===== src/rtl/des_round_sequencer.sv =====
// des_round_sequencer: control FSM for an iterative single-round DES datapath.
// Each accepted job produces a one-cycle load, 16 round strobes carrying the
// key-rotation schedule, a one-cycle final strobe, and then holds out_valid
// until the consumer takes it.
module des_round_sequencer #(
  parameter int NUM_ROUNDS   = 16,  // schedule table only covers 16 rounds
  parameter int ROUND_CYCLES = 1    // 1..8 clocks per round
) (
  input  logic       clk,
  input  logic       rst,
  input  logic       in_valid,
  output logic       in_ready,
  input  logic       in_decrypt,
  input  logic       abort,
  output logic       dp_load,
  output logic       dp_round_en,
  output logic [3:0] round_idx,
  output logic [1:0] shift_amt,
  output logic       shift_right,
  output logic       dp_final,
  output logic       out_valid,
  input  logic       out_ready,
  output logic       busy
);

  typedef enum logic [2:0] {
    S_IDLE, S_LOAD, S_ROUND, S_FINAL, S_DONE
  } state_t;

  state_t     r_state, w_next;
  logic [3:0] r_round;
  logic [2:0] r_wait;
  logic       r_decrypt;
  logic       w_win_end;
  logic       w_last;
  logic [1:0] w_shift_enc;

  assign w_win_end = (r_wait == 3'(ROUND_CYCLES - 1));
  assign w_last    = (r_round == 4'(NUM_ROUNDS - 1));

  // Encrypt rotation table: single shifts at rounds 0, 1, 8, 15, double otherwise.
  // Decrypt reuses it except round 0, where PC-1 output already equals K16.
  assign w_shift_enc = ((r_round == 4'd0) || (r_round == 4'd1) ||
                        (r_round == 4'd8) || (r_round == 4'd15)) ? 2'd1 : 2'd2;

  // State register
  always_ff @(posedge clk or posedge rst) begin
    if (rst) r_state <= S_IDLE;
    else     r_state <= w_next;
  end

  // Next-state logic; abort beats every other transition except in IDLE,
  // where it is ignored and an accept still happens
  always_comb begin
    w_next = r_state;
    case (r_state)
      S_IDLE:  if (in_valid) w_next = S_LOAD;
      S_LOAD:  w_next = abort ? S_IDLE : S_ROUND;
      S_ROUND: begin
        if (abort)                 w_next = S_IDLE;
        else if (w_win_end && w_last) w_next = S_FINAL;
      end
      S_FINAL: w_next = abort ? S_IDLE : S_DONE;
      S_DONE:  if (abort || out_ready) w_next = S_IDLE;
      default: w_next = S_IDLE;
    endcase
  end

  // Mode latch plus round/wait counters; counters idle at 0 outside ROUND
  always_ff @(posedge clk or posedge rst) begin
    if (rst) begin
      r_round   <= 4'd0;
      r_wait    <= 3'd0;
      r_decrypt <= 1'b0;
    end else begin
      if (r_state == S_IDLE && in_valid) r_decrypt <= in_decrypt;
      if (r_state != S_ROUND) begin
        r_round <= 4'd0;
        r_wait  <= 3'd0;
      end else if (w_win_end) begin
        r_wait <= 3'd0;
        if (!w_last) r_round <= r_round + 4'd1;
      end else begin
        r_wait <= r_wait + 3'd1;
      end
    end
  end

  // Output decode; in_ready is held low while reset is asserted
  always_comb begin
    in_ready    = (r_state == S_IDLE) && !rst;
    busy        = (r_state != S_IDLE);
    dp_load     = (r_state == S_LOAD);
    dp_final    = (r_state == S_FINAL);
    out_valid   = (r_state == S_DONE);
    dp_round_en = 1'b0;
    round_idx   = 4'd0;
    shift_amt   = 2'd0;
    shift_right = 1'b0;
    if (r_state == S_ROUND) begin
      dp_round_en = (r_wait == 3'd0);
      round_idx   = r_round;
      shift_right = r_decrypt;
      shift_amt   = (r_decrypt && r_round == 4'd0) ? 2'd0 : w_shift_enc;
    end
  end

endmodule


===== config.mk =====
export PLATFORM = sky130hd
export DESIGN_NAME = des_round_sequencer
export DESIGN_NICKNAME = d
export VERILOG_FILES = /design/src/rtl/des_round_sequencer.sv
export SDC_FILE = /design/constraint.sdc
export NUM_CORES = 1
export LEC_CHECK = 0
export CAP_MARGIN = 20
export CORE_UTILIZATION = 46
export DETAILED_ROUTE_END_ITERATION = 6
export PLACE_DENSITY = 0.77
export SLEW_MARGIN = 20
export SYNTH_ARGS = -nofsm -noshare
export SYNTH_HDL_FRONTEND = slang
export SYNTH_SLANG_ARGS = --single-unit
export TNS_END_PERCENT = 100

===== constraint.sdc =====
create_clock -name clk -period 1.6 [get_ports clk]
set_input_delay 0.48 -clock clk [delete_from_list [all_inputs] [get_ports clk]]
set_output_delay 0.48 -clock clk [all_outputs]
set_load 0.01 [all_outputs]

* After elaboration in Yosys (flattened, before gate mapping) *
Index checks and enable logic that the tools add are counted.

word-level totals
  flip-flop bits (word level) = 11
  input bits = 6
  output and inout port bits = 13
  word-level logic and storage cells = 52

operators by class
  add/subtract/negate cells = 2
  equality and inequality tests = 12
  muxes and demuxes = 18
  reductions and logical operators = 16

operator list
  operator               count
  $mux W3                7
  $mux W4                4
  $pmux W3 S5            1
  $eq A4 B4 Y1 const B   2
  $mux W2                4
  $eq A3 B2 Y1 const B   2
  $logic_not A3 Y1       2
  $add A4 B1 Y4 const B  1
  $eq A4 B1 Y1 const B   1
  $logic_and A1 B1 Y1    4
  $logic_not A4 Y1       1
  $logic_or A1 B1 Y1     4
  $ne A2 B1 Y1 const B   2
  $add A3 B1 Y3 const B  1
  $eq A3 B1 Y1 const B   1
  $eq A3 B3 Y1 const B   1
  $ne A3 B2 Y1 const B   1
  $ne A3 B3 Y1 const B   1
  $reduce_and A3 Y1      1
  $reduce_bool A3 Y1     1
  $mux W1                2
  $ne A2 B2 Y1 const B   1
  $reduce_and A2 Y1      1
  $reduce_bool A2 Y1     1
  $logic_not A1 Y1       1

* Longest topological paths before layout *
Gate-level depths: netlist of the first run.

  word-level depth = 7
  gate-level depth with buffers = 5
  depth with buffers taken out = 5

* Worst setup path after synthesis of the first run *
OpenSTA, ideal clock, no wires.

  path kind = register -> output
  start point = reg r_round[1]
  end point = out shift_amt[0]
  arrival time = 1.181 ns
  data required time = 1.120 ns
  setup slack = -0.061 ns
  stages on the path, launching flop included = 6
  buffers on the path = 0
  path through = dfrtp_1 inv_1 ha_1 nor2b_1 o21bai_1 a211oi_1

between the ends
  longest elaborated chain between the ends = 7
  elaborated cells on any way between the ends = 11
  classes of those cells = 3 x eq/ne; 3 x mux; 5 x reduce/logical

RTL lines
  element                                                  RTL line  source
  from (decl)                                              31        logic [3:0] r_round;
  from (signal assigned)                                   82        if (!w_last) r_round <= r_round + 4'd1;
  $eq A4 B1 Y1 / $logic_not A4 Y1 (equally long branches)  43, 104
  $logic_or A1 B1 Y1 (2 in a row)                          43        assign w_shift_enc = ((r_round == 4'd0) || (r_round == 4'd1) ||
  $logic_or A1 B1 Y1                                       44        (r_round == 4'd8) || (r_round == 4'd15)) ? 2'd1 : 2'd2;
  $mux W2                                                  44
  $mux W2 (*)                                              104       shift_amt = (r_decrypt && r_round == 4'd0) ? 2'd0 : w_shift_enc;
  $mux W2 (*)                                              100       if (r_state == S_ROUND) begin
  to (decl)                                                18        output logic [1:0] shift_amt,

Mark *: on every way between the ends. The rest lies on a longest branch, timed or not.

* Worst setup path after layout of the first run *
Same ends and word-level chain as after synthesis.

==> results of run 1 <==
flip-flops by register name, indices dropped and copies added (netlist names):
register   flops
r_state        3
r_decrypt      1
r_wait         3
r_round        4
path summary, 6_finish.rpt:
| kind | startpoint | end | slack, ns | cells after the start |
|---|---|---|---|---|
| max | r_round[1]$_DFFE_PP0P_ | shift_amt[0] | -0.73 | 7 |
| min | r_wait[0]$_DFF_PP0_ | r_wait[0]$_DFF_PP0_ | 0.55 | 2 |
| max reg2reg | r_state[2]$_DFFE_PP0P_ | r_round[3]$_DFFE_PP0P_ | 0.02 | 7 |
| min in group asynchronous | rst | r_round[3]$_DFFE_PP0P_ | 0.56 | 2 |
| min reg2reg | r_wait[0]$_DFF_PP0_ | r_wait[0]$_DFF_PP0_ | 0.55 | 2 |
| max in group asynchronous | rst | r_state[2]$_DFFE_PP0P_ | 0.70 | 2 |
cells in the mapped netlist (all sizes together):
library cell / count
dfrtp: 11
inv: 8
nor2: 8
ha: 5
nor3: 4
nor3b: 4
and2: 3
nand2: 3
a21oi: 2
and3: 2
nand3: 2
nand4: 2
nor2b: 2
o21ai: 2
a211oi: 1
and3b: 1
buf: 1
mux2: 1
mux2i: 1
nand2b: 1
nand3b: 1
nor4: 1
nor4bb: 1
o21bai: 1
o31ai: 1
o41ai: 1
or3: 1
xnor2: 1
critical path: stages, from the launching register on:
cell	delay (ns)
sky130_fd_sc_hd__dfrtp_1	0.40
sky130_fd_sc_hd__inv_2	0.07
sky130_fd_sc_hd__ha_1	0.16
sky130_fd_sc_hd__nor2b_1	0.24
sky130_fd_sc_hd__o21bai_1	0.15
sky130_fd_sc_hd__buf_4	0.17
sky130_fd_sc_hd__a211oi_2	0.21
sky130_fd_sc_hd__buf_2	0.17
layer usage:
| layer | wire length (um) | track usage [%] | part of all wire, % |
|---|---|---|---|
| met5 | 0 | 0 | 0 |
| met4 | 116 | 20.2 | 4.0 |
| met3 | 206 | 7.07 | 7.2 |
| met2 | 1400 | 57.8 | 49 |
| met1 | 1150 | 37.3 | 40 |
timing repair:
item | CTS | global route
pin swaps | 10 | 7
resized for setup | 62 | 18
buffers inserted | 12 | 3
endpoints found under the setup margin | 13 | 13
area by class of cell:
cell class                 instances  area (um^2)
fill                              49          108
tap                               15         18.8
timing repair buffer              56          458
inverter                           8         30.0
sequential                        11          278
multi-input combinational         52          448
clock buffer                       4         26.3
stage by stage:
stage / TNS, ns / total power [mW] / util, % / hold slack, ns / setup slack, ns
after floorplan: 0 / 0.611 / - / 0.332 / 0.0157
after global placement: -3.63 / 0.851 / 78.7 / 0.503 / -0.450
after detailed placement: -3.83 / 0.866 / 78.7 / 0.508 / -0.487
after CTS: -2.50 / 1.15 / 84.6 / 0.530 / -0.418
after global routing: -4.29 / 1.37 / 92.1 / 0.561 / -0.756
final: -4.17 / 1.33 / 92.1 / 0.552 / -0.735
power groups by stage:
stage	combinational (mW)	sequential [mW]	clock, mW
2_1_floorplan	0.255	0.356	0
3_3_place_gp	0.492	0.359	0
3_5_place_dp	0.505	0.360	0
4_1_cts	0.599	0.351	0.201
5_1_grt	0.786	0.368	0.213
6_report	0.754	0.367	0.205
layout by cell type (no fill, tap or decap), types with 2 or more instances in the layout:
master and instances:
sky130_fd_sc_hd__nor2b_1 2, sky130_fd_sc_hd__nor3_1 4, sky130_fd_sc_hd__nor3b_2 2, sky130_fd_sc_hd__inv_2 2, sky130_fd_sc_hd__dfrtp_1 9, sky130_fd_sc_hd__dfrtp_2 2
sky130_fd_sc_hd__buf_6 12, sky130_fd_sc_hd__a21oi_1 2, sky130_fd_sc_hd__nand2_1 2, sky130_fd_sc_hd__ha_2 2, sky130_fd_sc_hd__ha_1 3, sky130_fd_sc_hd__nor2_4 2
sky130_fd_sc_hd__and2_4 2, sky130_fd_sc_hd__clkbuf_4 3, sky130_fd_sc_hd__buf_4 31, sky130_fd_sc_hd__clkdlybuf4s50_1 5, sky130_fd_sc_hd__nand4_1 2, sky130_fd_sc_hd__o21ai_1 2
sky130_fd_sc_hd__nor2_1 5, sky130_fd_sc_hd__and3_1 2, sky130_fd_sc_hd__inv_1 6, sky130_fd_sc_hd__buf_2 8
kinds of logic after synthesis:
kind of cell	synth area share, %
xor+xnor	1.23
fa+ha+maj	8.82
buf+inv	5.82
simple gates	33.3
mux	3.00
compound gates	9.00
flops	38.8
==> metrics.md, run 1 <==
| Metric | Value |
|---|---|
| Post-route cell area | 1260 um^2 |
| Count of standard-cell rows | 13 |
| Instance count of the mapped netlist | 72 |
| Transition at the pin with the smallest max-transition slack | 0.460 ns |
| Number of nets with antenna violations after detailed routing | 0 |
| Number of synthesized register bits | 11 |
| Area of the mapped netlist | 709 um^2 |
| Yosys Warn Count | 0 |
| Fin nets | 143 |
| Worst supply voltage drop on vdd | 0.765 mV |
| Req. time, crit path | 1.12 ns |
| Areal power density over the cells | 1050 nW/um^2 |
| Part of the Yosys area used for sequential elements | 38.8% |
| Top-Level Pins | 19 |
| CTS Hold Buffers Added | 0 |
| LEAKAGE | 0.640 nW |
| Combinational fraction of design power | 56.9% |
| Crit path arrival time | 1.85 ns |
| Number of detailed-route iterations in the first pass | 4 |
| Initial standard-cell utilization of the core | 51.9% |
| Psw | 0.487 mW |
| Crit path capture type | primary output |
| Routed wire per std cell | 19.7 um |
| Proportion of total power due to net switching | 36.7% |
| Detail-routed via count per cell | 5.85 |
| Count of pins over their slew limit | 0 |
| Worst slew slack as a fraction of its limit | 69.3% |
| Number of buffers inserted during clock tree synthesis | 3 |
| Post-detailed-placement cell area | 1070 um^2 |
| Post-synthesis cell type with the largest combined area | sky130_fd_sc_hd__dfrtp_1 |
| Hold crit path type | flip-flop to flip-flop |
| Critical-path maximum fanout | 3 |
| Area Growth Syn to Fin | 77.4% |
| Clock insertion delay at the later pin of the skew report | 0.28 ns |
| Synthesized net count | 83 |
| Remaining design rule violation count | 0 |
| Global placer's final weighted congestion | 0.711 |
| Core box area | 1370 um^2 |
| Shortest period the worst path allows | 2.33 ns |
| Final Hold Fails | 0 |
| Initial DRC Count | 55 |
| Worst-path clk slew | 0.08 ns |
| Clock power share | 15.4% |
| Portion of the clock cycle consumed by the worst path in the final layout | 146% |
| Worst Clk Skew | 0.00591 ns |
| Grt total ovfl | 0 |
| Worst setup slack after layout | -0.735 ns |
| Post-DP HPWL | 1450 um |
| RSZ-0062 raised after global routing | true |
| Kind of critical path | flip-flop to primary output |
| Ranking of synthesized cells by area | sky130_fd_sc_hd__dfrtp_1, sky130_fd_sc_hd__ha_1, sky130_fd_sc_hd__inv_1, sky130_fd_sc_hd__nor2_1, sky130_fd_sc_hd__nor3b_2 |
| First-pass GRT wire length | 3560 um |
| Initial antenna violation count | 0 |
| Failing checks | negative setup slack |
| Detailed-route wire length | 2880 um |
| Fraction of final layout cells with drive strength greater than 1 | 58.8% |
| CTS tree | done |
| Count of input and output buffers | 18 |
| Vertical extent of the die | 41.3 um |
| Vias in the first global route | 786 |
| Distinct cells, synth | 32 |
| Vias | 854 |
| Number of non-filler instances in the completed layout | 146 |
| CP startpoint kind | flip-flop |
| CTS H-Tree Depth | 1 |
| Area of the die | 1700 um^2 |
| Number of diodes | 0 |
| Result of the run | complete, but fails checks |
| Clock root buffer | sky130_fd_sc_hd__clkbuf_4 |
| Endpoints failing setup | 13 |
| Max Freq | 428 MHz |
| Sequential group share of total power | 27.7% |
| Internal power component | 0.839 mW |
| GRT Overall Usage | 33.6% |
| Top cell type's share of synthesized area | 38.8% |
| Clock sinks | 11 |
| Maximum number of buffers from clock root to sink | 2 |
| Horizontal die dimension | 41.3 um |
| Maximum number of pins on one net before global-route repair | 12 |
| Number of max-capacitance violations reported | 0 |
| Placed cell count | 127 |
| Avg Cell Area, Syn | 9.85 um^2 |
Power figures use the tool's default switching activity.
==> run 2: changes to the inputs <==
- ABC_AREA: default -> 0
==> results of run 2 <==
No change in the layout: final DEF, timing and power equal those of run 1.
==> run 3: changes to the inputs <==
- CORE_UTILIZATION: 46 -> 42
- PLACE_DENSITY: 0.77 -> 0.74
- clock period: 1.6 -> 2.13 ns (I/O delays scaled with it)
==> metrics.md, run 3 (same netlist as run 1, synthesis figures left out) <==
| Metric | Value |
|---|---|
| Crit path capture type | primary output (unchanged) |
| Post-route cell area | 1080 um^2 (was 1260 um^2) |
| Post-DP HPWL | 1260 um (was 1450 um) |
| Count of standard-cell rows | 14 (was 13) |
| Area Growth Syn to Fin | 52.0% (was 77.4%) |
| Placed cell count | 122 (was 127) |
| Grt total ovfl | 0 (unchanged) |
| Area of the die | 1860 um^2 (was 1700 um^2) |
| Areal power density over the cells | 738 nW/um^2 (was 1050 nW/um^2) |
| Global placer's final weighted congestion | 0.756 (was 0.711) |
| Worst supply voltage drop on vdd | 0.559 mV (was 0.765 mV) |
| GRT Overall Usage | 21.6% (was 33.6%) |
| Transition at the pin with the smallest max-transition slack | 0.425 ns (was 0.460 ns) |
| Worst-path clk slew | 0.07 ns (was 0.08 ns) |
| Share of the core filled with cells in the final layout | 70.0% (was 92.1%) |
| Horizontal die dimension | 43.1 um (was 41.3 um) |
| Final Hold Fails | 0 (unchanged) |
| Max Freq | 460 MHz |
| Largest registers | r_round: 4 flops, r_state: 3 flops, r_wait: 3 flops (unchanged) |
| Endpoints failing setup | 2 (was 13) |
| Top-Level Pins | 19 (unchanged) |
| Number of diodes | 0 (unchanged) |
| Hold crit path type | flip-flop to flip-flop (unchanged) |
| Vias | 691 (was 854) |
| Req. time, crit path | 1.49 ns (was 1.12 ns) |
| Number of max-capacitance violations reported | 0 (unchanged) |
| Fraction of final layout cells with drive strength greater than 1 | 42.1% (was 58.8%) |
| Count of pins over their slew limit | 0 (unchanged) |
| Tot Pwr | 0.796 mW (was 1.33 mW) |
| Crit Reg-Reg Endpoint | r_round[1]$_DFFE_PP0P_ (was r_round[3]$_DFFE_PP0P_) |
| Result of the run | complete, but fails checks (unchanged) |
| Kind of critical path | flip-flop to primary output (unchanged) |
| Fin nets | 126 (was 143) |
| Worst Clk Skew | 0.00495 ns (was 0.00591 ns) |
| Flop2flop setup slack | 0.69 ns (was 0.02 ns) |
| Detail-routed via count per cell | 5.32 (was 5.85) |
| Register containing the most flip-flops in the final layout | r_round (unchanged) |
| Clock sinks | 11 (unchanged) |
| Crit path launch | r_round[0]$_DFFE_PP0P_ (was r_round[1]$_DFFE_PP0P_) |
| Cell depth of the worst hold path | 1 (was 2) |
| CTS tree | done (unchanged) |
| Detailed-route wire length | 1820 um (was 2880 um) |
| Failing checks | negative setup slack (unchanged) |
| Worst slew slack as a fraction of its limit | 71.6% (was 69.3%) |
| R2R cell count | 6 (was 7) |
| Number of buffers inserted during clock tree synthesis | 3 (unchanged) |
| Most used cells in the layout excluding fill and tap cells | sky130_fd_sc_hd__buf_4, sky130_fd_sc_hd__dfrtp_1, sky130_fd_sc_hd__inv_1, sky130_fd_sc_hd__nor2_1, sky130_fd_sc_hd__clkdlybuf4s50_1 (was sky130_fd_sc_hd__buf_4, sky130_fd_sc_hd__buf_6, sky130_fd_sc_hd__dfrtp_1) |
| Number of non-filler instances in the completed layout | 130 (was 146) |
| Worst setup slack after layout | -0.0429 ns (was -0.735 ns) |
| Initial DRC Count | 16 (was 55) |
| Most common cell after layout, fill and taps aside | sky130_fd_sc_hd__buf_4 (unchanged) |
| Critical-path maximum fanout | 4 (was 3) |
| RSZ-0062 raised after global routing | true (unchanged) |
| Max FFs per register | 4 (unchanged) |
| Routed wire per std cell | 14.0 um (was 19.7 um) |
| Number of detailed-route iterations in the first pass | 4 (unchanged) |
| Remaining design rule violation count | 0 (unchanged) |
| Clock root buffer | sky130_fd_sc_hd__clkbuf_4 (unchanged) |
| Clock insertion delay at the later pin of the skew report | 0.27 ns (was 0.28 ns) |
| LEAKAGE | 0.545 nW (was 0.640 nW) |
| Maximum number of pins on one net before global-route repair | 12 (unchanged) |
| Portion of the clock cycle consumed by the worst path in the final layout | 102% |
| Crit path arrival time | 1.53 ns (was 1.85 ns) |
| Total negative slack | -0.0811 ns (was -4.17 ns) |
| CTS H-Tree Depth | 1 (unchanged) |
| Vertical extent of the die | 43.1 um (was 41.3 um) |
| Initial standard-cell utilization of the core | 46.0% (was 51.9%) |
| Number of nets with antenna violations after detailed routing | 0 (unchanged) |
| CP startpoint kind | flip-flop (unchanged) |
| Post-detailed-placement cell area | 1030 um^2 (was 1070 um^2) |
| Vias in the first global route | 625 (was 786) |
| Shortest period the worst path allows | 2.17 ns |
| Worst setup path endpoint | shift_amt[1] (was shift_amt[0]) |
| First-pass GRT wire length | 2920 um (was 3560 um) |
| Maximum number of buffers from clock root to sink | 2 (unchanged) |
| Core box area | 1540 um^2 (was 1370 um^2) |
| Initial antenna violation count | 0 (unchanged) |
| Reg2reg start | r_round[0]$_DFFE_PP0P_ (was r_state[2]$_DFFE_PP0P_) |
| Count of input and output buffers | 18 (unchanged) |
==> run 3: cell count changes in the layout (fill, tap and decap cells not counted), sizes merged <==
cell / before / now
clkdlybuf4s15: 0 / 1
clkbuf: 4 / 8
dlygate4sd2: 0 / 4
buf: 51 / 25
==> run 3: power by group <==
group / leakage, nW / internal [mW] / switching (mW)
sequential: 0.144 / 0.240 / 0.0306
combinational: 0.386 / 0.209 / 0.175
clock: 0.0150 / 0.0726 / 0.0687
==> run 3: critical path: stages, from the launching register on <==
cell	delay, ns
sky130_fd_sc_hd__dfrtp_2	0.45
sky130_fd_sc_hd__ha_4	0.17
sky130_fd_sc_hd__nor2b_4	0.12
sky130_fd_sc_hd__o21bai_1	0.23
sky130_fd_sc_hd__and3_1	0.19
sky130_fd_sc_hd__buf_2	0.12
==> run 3: per-layer routing <==
| layer | vias to the layer above | global-route usage, % | wire (um) |
|---|---|---|---|
| met5 | - | 0 | 0 |
| met2 | 19 | 37.6 | 934 |
| met3 | 6 | 2.98 | 63 |
| met4 | 0 | 12.7 | 59 |
| met1 | 335 | 24.7 | 760 |
| li1 | 331 | - | - |
==> run 3: cell type report <==
cell class / instances / area [um^2]
fillers: 129 / 463
multi-input cells: 52 / 430
flip-flops and latches: 11 / 279
repair buffers: 39 / 293
well taps: 16 / 20.0
clock buffers: 4 / 26.3
inverters: 8 / 30.0
==> run 3: how the worst min path moves through the flow <==
stage / slack (ns) / from / endpoint
after floorplan: 0.44 / r_wait[0]$_DFF_PP0_ / r_wait[0]$_DFF_PP0_
after global placement: 0.46 / r_wait[0]$_DFF_PP0_ / r_wait[0]$_DFF_PP0_
after detailed placement: 0.48 / r_wait[0]$_DFF_PP0_ / r_wait[0]$_DFF_PP0_
after CTS: 0.49 / r_wait[0]$_DFF_PP0_ / r_wait[0]$_DFF_PP0_
after global routing: 0.52 / r_wait[0]$_DFF_PP0_ / r_wait[0]$_DFF_PP0_
final: 0.50 / r_wait[0]$_DFF_PP0_ / r_wait[0]$_DFF_PP0_
==> run 3: metrics by stage <==
stage / worst slack, ns / hold slack (ns)
2_1_floorplan: 0.310 / 0.442
3_3_place_gp: -0.198 / 0.457
3_5_place_dp: -0.225 / 0.483
4_1_cts: -0.0863 / 0.495
5_1_grt: -0.0876 / 0.523
6_report: -0.0429 / 0.495
==> run 3: timing repair <==
item,in CTS,in global routing
pin swaps,2,5
setup buffers,4,2
hold buffers,0,0
gates resized for setup,29,16
endpoints found under the setup margin,13,9
